$ cat src/rtl/pcie_egress_scheduler_pkg.sv
// rtl/pcie_egress_scheduler_pkg.sv - shared encodings and command codes for the egress scheduler
package pcie_egress_scheduler_pkg;

  // TLP fmt/type bytes for 64-bit-address memory write and memory read
  localparam logic [7:0] PCIE_MWR_64B = 8'h60;
  localparam logic [7:0] PCIE_MRD_64B = 8'h20;

  typedef enum logic [1:0] {
    ST_IDLE    = 2'd0,
    ST_ISSUE   = 2'd1,
    ST_RELEASE = 2'd2
  } state_e;

  typedef enum logic {
    CH_WR = 1'b0,
    CH_RD = 1'b1
  } chan_e;

endpackage

$ cat src/rtl/pcie_egress_scheduler_if.sv
// rtl/pcie_egress_scheduler_if.sv - scheduler to egress engine handshake and header bus
interface pcie_egress_scheduler_if;
  logic        enable;
  logic        finished;
  logic [7:0]  command;
  logic [13:0] flags;
  logic [63:0] address;
  logic [15:0] requester_id;
  logic [7:0]  tag;
  logic [9:0]  dword_cnt;

  modport master (
    output enable, command, flags, address, requester_id, tag, dword_cnt,
    input  finished
  );

  modport slave (
    input  enable, command, flags, address, requester_id, tag, dword_cnt,
    output finished
  );
endinterface

$ cat src/rtl/pcie_egress_scheduler_tag_pool.sv
// rtl/pcie_egress_scheduler_tag_pool.sv - read-tag allocation bitmap with lowest-free pick and release checking
module pcie_tag_pool #(
  parameter int TAG_COUNT = 32
) (
  input  logic       clk,
  input  logic       rst,
  input  logic       alloc_stb_i,
  output logic [7:0] alloc_tag_o,
  output logic       free_avail_o,
  input  logic       release_stb_i,
  input  logic [7:0] release_tag_i,
  output logic [8:0] count_o,
  output logic       error_o
);
  localparam int TW = (TAG_COUNT > 1) ? $clog2(TAG_COUNT) : 1;

  logic [TAG_COUNT-1:0] alloc_q, alloc_d;
  logic [8:0]           count_q, count_d;
  logic                 error_q;
  logic [TW-1:0]        free_idx;
  logic                 rel_in_range;
  logic                 rel_valid;
  logic                 do_alloc;

  // Priority encoder: scanning from the top leaves the lowest free index
  always_comb begin
    free_idx = '0;
    for (int i = TAG_COUNT - 1; i >= 0; i--) begin
      if (!alloc_q[i]) free_idx = TW'(i);
    end
  end

  assign free_avail_o = ~&alloc_q;
  assign alloc_tag_o  = 8'(free_idx);
  assign rel_in_range = {1'b0, release_tag_i} < 9'(TAG_COUNT);
  assign rel_valid    = release_stb_i && rel_in_range && alloc_q[release_tag_i[TW-1:0]];
  assign do_alloc     = alloc_stb_i && free_avail_o;

  // Next pool state: allocation and release never target the same tag
  always_comb begin
    alloc_d = alloc_q;
    if (do_alloc) alloc_d[free_idx] = 1'b1;
    if (rel_valid) alloc_d[release_tag_i[TW-1:0]] = 1'b0;
    count_d = count_q + 9'(do_alloc) - 9'(rel_valid);
  end

  // Pool registers and one-cycle error flag for bad releases
  always_ff @(posedge clk) begin
    if (rst) begin
      alloc_q <= '0;
      count_q <= '0;
      error_q <= 1'b0;
    end else begin
      alloc_q <= alloc_d;
      count_q <= count_d;
      error_q <= release_stb_i && !rel_valid;
    end
  end

  assign count_o = count_q;
  assign error_o = error_q;
endmodule

$ cat src/rtl/pcie_egress_scheduler.sv
// rtl/pcie_egress_scheduler.sv - round-robin sharing of the egress engine between DMA write and read channels
module pcie_egress_scheduler
  import pcie_egress_scheduler_pkg::*;
#(
  parameter int         TAG_COUNT = 32,
  parameter logic [7:0] CMD_MWR   = PCIE_MWR_64B,
  parameter logic [7:0] CMD_MRD   = PCIE_MRD_64B
) (
  input  logic        clk,
  input  logic        rst,
  input  logic        i_enable,
  input  logic [13:0] i_flags,
  input  logic [15:0] i_pcie_id,
  input  logic        i_wr_req,
  input  logic [63:0] i_wr_address,
  output logic        o_wr_done,
  input  logic        i_rd_req,
  input  logic [63:0] i_rd_address,
  input  logic [9:0]  i_rd_dword_cnt,
  output logic        o_rd_done,
  output logic [7:0]  o_rd_tag,
  input  logic        i_tag_release_stb,
  input  logic [7:0]  i_tag_release,
  output logic [8:0]  o_tags_outstanding,
  output logic        o_tag_error,
  output logic        o_busy,
  pcie_egress_scheduler_if.master egress
);
  state_e      state_q;
  chan_e       last_q;
  logic        enable_q, wr_done_q, rd_done_q;
  logic [7:0]  command_q, tag_q, rd_tag_q;
  logic [13:0] flags_q;
  logic [63:0] address_q;
  logic [15:0] req_id_q;
  logic [9:0]  cnt_q;

  logic       free_avail;
  logic [7:0] alloc_tag;
  logic       wr_elig, rd_elig, any_elig, grant_rd, alloc_stb;

  assign wr_elig   = i_enable && i_wr_req;
  assign rd_elig   = i_enable && i_rd_req && free_avail;
  assign any_elig  = wr_elig || rd_elig;
  // On a tie the channel not granted last wins
  assign grant_rd  = rd_elig && (!wr_elig || (last_q == CH_WR));
  assign alloc_stb = (state_q == ST_IDLE) && grant_rd;

  pcie_tag_pool #(.TAG_COUNT(TAG_COUNT)) u_tag_pool (
    .clk           (clk),
    .rst           (rst),
    .alloc_stb_i   (alloc_stb),
    .alloc_tag_o   (alloc_tag),
    .free_avail_o  (free_avail),
    .release_stb_i (i_tag_release_stb),
    .release_tag_i (i_tag_release),
    .count_o       (o_tags_outstanding),
    .error_o       (o_tag_error)
  );

  // Grant/issue/release sequencer; all engine-facing fields are registered
  always_ff @(posedge clk) begin
    if (rst) begin
      state_q   <= ST_IDLE;
      last_q    <= CH_RD;
      enable_q  <= 1'b0;
      wr_done_q <= 1'b0;
      rd_done_q <= 1'b0;
      command_q <= '0;
      tag_q     <= '0;
      rd_tag_q  <= '0;
      flags_q   <= '0;
      address_q <= '0;
      req_id_q  <= '0;
      cnt_q     <= '0;
    end else begin
      wr_done_q <= 1'b0;
      rd_done_q <= 1'b0;
      case (state_q)
        ST_IDLE: begin
          if (any_elig) begin
            enable_q <= 1'b1;
            flags_q  <= i_flags;
            req_id_q <= i_pcie_id;
            if (grant_rd) begin
              last_q    <= CH_RD;
              command_q <= CMD_MRD;
              address_q <= i_rd_address;
              tag_q     <= alloc_tag;
              cnt_q     <= i_rd_dword_cnt;
            end else begin
              last_q    <= CH_WR;
              command_q <= CMD_MWR;
              address_q <= i_wr_address;
              tag_q     <= '0;
              cnt_q     <= '0;
            end
            state_q <= ST_ISSUE;
          end
        end
        ST_ISSUE: begin
          if (egress.finished) begin
            enable_q <= 1'b0;
            if (last_q == CH_RD) begin
              rd_done_q <= 1'b1;
              rd_tag_q  <= tag_q;
            end else begin
              wr_done_q <= 1'b1;
            end
            state_q <= ST_RELEASE;
          end
        end
        ST_RELEASE: begin
          if (!egress.finished) state_q <= ST_IDLE;
        end
        default: state_q <= ST_IDLE;
      endcase
    end
  end

  assign egress.enable       = enable_q;
  assign egress.command      = command_q;
  assign egress.flags        = flags_q;
  assign egress.address      = address_q;
  assign egress.requester_id = req_id_q;
  assign egress.tag          = tag_q;
  assign egress.dword_cnt    = cnt_q;
  assign o_wr_done           = wr_done_q;
  assign o_rd_done           = rd_done_q;
  assign o_rd_tag            = rd_tag_q;
  assign o_busy              = (state_q != ST_IDLE);
endmodule

$ cat src/flat_wrapper.sv
// flat-port wrapper written by rule: the top's interface ports become plain ports
module pcie_egress_scheduler_flat import pcie_egress_scheduler_pkg::*;
#(
  parameter int         TAG_COUNT = 32,
  parameter logic [7:0] CMD_MWR   = PCIE_MWR_64B,
  parameter logic [7:0] CMD_MRD   = PCIE_MRD_64B
)
  (clk, rst, i_enable, i_flags, i_pcie_id, i_wr_req, i_wr_address, o_wr_done, i_rd_req, i_rd_address, i_rd_dword_cnt, o_rd_done, o_rd_tag, i_tag_release_stb, i_tag_release, o_tags_outstanding, o_tag_error, o_busy, egress_enable, egress_command, egress_flags, egress_address, egress_requester_id, egress_tag, egress_dword_cnt, egress_finished);
  pcie_egress_scheduler_if egress_i ();
  input  logic clk;
  input  logic rst;
  input  logic i_enable;
  input  logic [13:0] i_flags;
  input  logic [15:0] i_pcie_id;
  input  logic i_wr_req;
  input  logic [63:0] i_wr_address;
  output logic o_wr_done;
  input  logic i_rd_req;
  input  logic [63:0] i_rd_address;
  input  logic [9:0] i_rd_dword_cnt;
  output logic o_rd_done;
  output logic [7:0] o_rd_tag;
  input  logic i_tag_release_stb;
  input  logic [7:0] i_tag_release;
  output logic [8:0] o_tags_outstanding;
  output logic o_tag_error;
  output logic o_busy;
  output wire logic [$bits(egress_i.enable)-1:0] egress_enable;
  output wire logic [$bits(egress_i.command)-1:0] egress_command;
  output wire logic [$bits(egress_i.flags)-1:0] egress_flags;
  output wire logic [$bits(egress_i.address)-1:0] egress_address;
  output wire logic [$bits(egress_i.requester_id)-1:0] egress_requester_id;
  output wire logic [$bits(egress_i.tag)-1:0] egress_tag;
  output wire logic [$bits(egress_i.dword_cnt)-1:0] egress_dword_cnt;
  input wire logic [$bits(egress_i.finished)-1:0] egress_finished;
  assign egress_enable = egress_i.enable;
  assign egress_command = egress_i.command;
  assign egress_flags = egress_i.flags;
  assign egress_address = egress_i.address;
  assign egress_requester_id = egress_i.requester_id;
  assign egress_tag = egress_i.tag;
  assign egress_dword_cnt = egress_i.dword_cnt;
  assign egress_i.finished = egress_finished;
  pcie_egress_scheduler #(.TAG_COUNT(TAG_COUNT), .CMD_MWR(CMD_MWR), .CMD_MRD(CMD_MRD)) u_core (.clk(clk), .rst(rst), .i_enable(i_enable), .i_flags(i_flags), .i_pcie_id(i_pcie_id), .i_wr_req(i_wr_req), .i_wr_address(i_wr_address), .o_wr_done(o_wr_done), .i_rd_req(i_rd_req), .i_rd_address(i_rd_address), .i_rd_dword_cnt(i_rd_dword_cnt), .o_rd_done(o_rd_done), .o_rd_tag(o_rd_tag), .i_tag_release_stb(i_tag_release_stb), .i_tag_release(i_tag_release), .o_tags_outstanding(o_tags_outstanding), .o_tag_error(o_tag_error), .o_busy(o_busy), .egress(egress_i));
endmodule
$ cat config.mk
export PLATFORM = sky130hd
export DESIGN_NAME = pcie_egress_scheduler_flat
export DESIGN_NICKNAME = d
export VERILOG_FILES = /design/src/rtl/pcie_egress_scheduler_pkg.sv /design/src/rtl/pcie_egress_scheduler_if.sv /design/src/rtl/pcie_egress_scheduler_tag_pool.sv /design/src/rtl/pcie_egress_scheduler.sv /design/src/flat_wrapper.sv
export SDC_FILE = /design/constraint.sdc
export NUM_CORES = 1
export LEC_CHECK = 0
export ABC_AREA = 1
export BUFFER_PORTS_ARGS = -buffer_cell sky130_fd_sc_hd__buf_4
export CAP_MARGIN = 20
export CELL_PAD_IN_SITES_DETAIL_PLACEMENT = 0
export CELL_PAD_IN_SITES_GLOBAL_PLACEMENT = 1
export CORE_MARGIN = 2
export CORE_UTILIZATION = 34
export CTS_BUF_LIST = sky130_fd_sc_hd__clkbuf_8
export DETAILED_ROUTE_END_ITERATION = 10
export GPL_TIMING_DRIVEN = 0
export HOLD_SLACK_MARGIN = 0.1
export PLACE_DENSITY_LB_ADDON = 0.12
export SETUP_SLACK_MARGIN = 0.4
export SLEW_MARGIN = 20
export SYNTH_ARGS = -nofsm -noshare
export SYNTH_HDL_FRONTEND = slang
export SYNTH_SLANG_ARGS = --single-unit
$ cat constraint.sdc
create_clock -name clk -period 3.75 [get_ports clk]
set_input_delay 0.1875 -clock clk [delete_from_list [all_inputs] [get_ports clk]]
set_output_delay 0.1875 -clock clk [all_outputs]
set_load 0.01 [all_outputs]
==> impl_metrics.yaml <==
run_status:
  status: "finished clean"
sta:
  fmaxAchievable_ghz: 0.304
  slew_headroom_pct: 49.1
  max_slew.worst_pin.slew_ps: 758
  setup_viol: 0
  rsz0062_at_grt: "true"
  fin_crit_sh_pct: 87.6
  period_needed_ps: 3290
  final_max_slew_viol_count: 0
  clock-skew-final_ps: 16.9
  hold_viol_final: 0
synth:
  yosys_most_used_dff: "dfxtp_1"
  synth_area_um2: 7390
  ys_seq_elements: 164
  synth_area_leaders: "dfxtp_1 44%, nand2_1 16%, a31oi_1 5.8%, nor2_1 5.3%, o21ai_0 4.9%"
  synth_top_area_share_pct: 44.4
  synthCells: 1035
  syn_avg_cell_area_um2: 7.14
  seq_area_frac_synth_pct: 44.4
  yosys.area.top_type: "dfxtp_1"
  ys_warn_count: 0
  yosysUniqueCellTypes: 35
  async_reset_ff_share_pct: 0
  synth_edf_count: 0
floorplan:
  die_h_um: 151
  coreArea_um2: 21200
  dieArea_um2: 22900
  io_pins: 325
  start_util_pct: 34.9
  die_w_um: 151
  rows: 53
hold_path:
  min_path_type: "input pin to flip-flop"
layout:
  fillCellCount: 2000
  final_cell_mix: "341 x buf_4, 313 x nand2_1, 170 x dlygate4sd3_1"
  fin_util_pct: 59.5
  nets: 1757
  areaGrowthSynthToFinish_pct: 70.2
  final_area_um2: 12600
  final_common_cell: "buf_4"
  drive_gt1_share_pct: 29.1
grt:
  grtUsageMet2_pct: 45.1
  top_usage_layer: "met2"
  grt_pass1_vias: 8747
  grt_util_met3_pct: 8.05
  grt_max_degree: 17
  grt_pass1_wl_mm: 46.0
  antenna_found_initial: 1
  grt-ovfl-total: 0
  use_met1_pct: 30.2
  grt_usage_pct: 25.9
cts:
  cts_made_buffers: 17
  path_clk_slew_ps: 100
  h-tree-depth: 4
  clockBufferDepth: 2
  cts.sinks: 164
  clk_latency_ps: 460
  clockRootBuffer: "clkbuf_8"
  cts_tree: "built"
routing:
  viasPerCell: 4.80
  wire_per_inst_um: 16.3
  postRouteAntennaNets: 0
  wirelength_mm: 30.3
  first_pass_iters: 5
  drtIter0Drc: 337
  drc: 0
  vias: 8881
worst_setup_path:
  crit_arrival_ps: 3630
  critPathCaptureType: "flip-flop"
  worstSetupStartpointType: "flip-flop"
  required_ps: 4100
  crit_type: "flip-flop to flip-flop"
  cp_max_fo: 3
  reg2reg_slack_ps: 460
placed_design:
  place_congestion: 0.868
  placed_area_um2: 10100
  port_buffers: 312
  place_hpwl_mm: 21.5
power_and_ir_drop:
  vdd_drop_max_uv: 204
  cellPowerDensity_nw_per_um2: 367
  power_mw: 4.61
  leakage_nw: 5.43
run:
  drv_cap: 0
## synthesized netlist by cell type (9+ instances only)
cell type  instances
inv_1             79
nor2_1           104
nor3_1            14
o21ai_0           72
clkbuf_1          45
dfxtp_1          164
a21oi_1           56
nand2_1          317
nand4_1           15
nand3_1           15
buf_4             12
a31oi_1           68
ha_1               9
## worst paths after layout
| check | from | endpoint | depth (start not counted) |
|---|---|---|---|
| max | u_core.u_tag_pool.alloc_q[11] | u_core.u_tag_pool.count_o[8] | 24 |
| min | i_tag_release[4] | u_core.u_tag_pool.alloc_q[3] | 3 |
| max reg2reg | u_core.u_tag_pool.alloc_q[11] | u_core.u_tag_pool.count_o[8] | 24 |
| min reg2reg | u_core.o_rd_tag[4] | u_core.o_rd_tag[4] | 2 |
## routing by layer
layer  routed length [um]  vias up
met5                    0        -
met4                 1010        0
met3                 2140       56
met2                15100      282
met1                12000     4086
li1                     -     4457
## power breakdown
part | total (mW) | switching (mW) | internal, mW
Clock | 1.39 | 0.725 | 0.665
Combinational | 1.26 | 0.610 | 0.647
Sequential | 1.97 | 0.0872 | 1.88
## stage by stage
stage | setup TNS [ps] | cells | worst slack [ps] | hold WS [ps]
after global placement | -2680 | 1633 | -913 | 436
final | 0 | 1852 | 463 | 118
after global routing | 0 | 1852 | 294 | 143
after detailed placement | -2420 | 1633 | -865 | 442
after CTS | 0 | 1850 | 432 | 107
after floorplan | 0 | 1046 | 416 | 331
## critical path, cell delays in order (launching register included)
cell and delay (ps):
dfxtp_2 350, a22oi_2 190, o221ai_2 110, a22o_1 260
a221oi_2 220, nand2_1 110, nand2_1 100, inv_2 70
ha_4 240, inv_2 60, ha_4 120, inv_2 40
fa_2 370, o31ai_4 260, nand2_1 90, inv_2 60
nor2_1 30, inv_1 60, a21oi_2 60, nor2_1 90
nor2_1 50, inv_1 60, a21oi_2 50, o21ai_1 110
a21oi_1 50
## area by class of cell
type,count,area [um2],area share (%)
repair buffers,499,4170,33.2
clock inverters,14,180,1.43
flip-flops and latches,164,3300,26.2
well taps,275,344,2.73
plain buffers,69,340,2.70
clock buffers,17,234,1.86
inverters,79,299,2.38
diodes,1,2.50,0.0199
multi-input cells,734,3710,29.5
## sequential cells by signal, indices dropped and copies added, names as in the netlist
name,flops
u_core.u_tag_pool.count_o,9
u_core.o_wr_done,1
u_core.last_q,1
u_core.egress.enable,1
u_core.o_rd_done,1
u_core.state_q,2
u_core.egress.tag,5
u_core.u_tag_pool.error_o,1
u_core.o_rd_tag,5
u_core.egress.flags,14
u_core.egress.command,2
u_core.egress.dword_cnt,10
u_core.egress.address,64
u_core.u_tag_pool.alloc_q,32
u_core.egress.requester_id,16
## cell families (layout without fill, tap and decap cells)
family	count (synthesis)	in the layout	synth area share, %
adders and majority gates	10	10	1.79
xor gates and xnor gates	1	1	0.119
buffers and inverters	148	678	8.45
DFF	164	164	44.4
and+or+nand+nor	481	481	27.0
AOI/OAI and AO/OA	230	230	18.2
other	1	13	0.0507
## what timing repair did
action	4_1_cts	5_1_grt
setup endpoints to repair	5	38
hold buffers	170	0
pin swaps	15	16
resized for setup	42	32
setup buffers	16	1
endpoints found under the hold margin	109	0
Power figures use the tool's default switching activity.
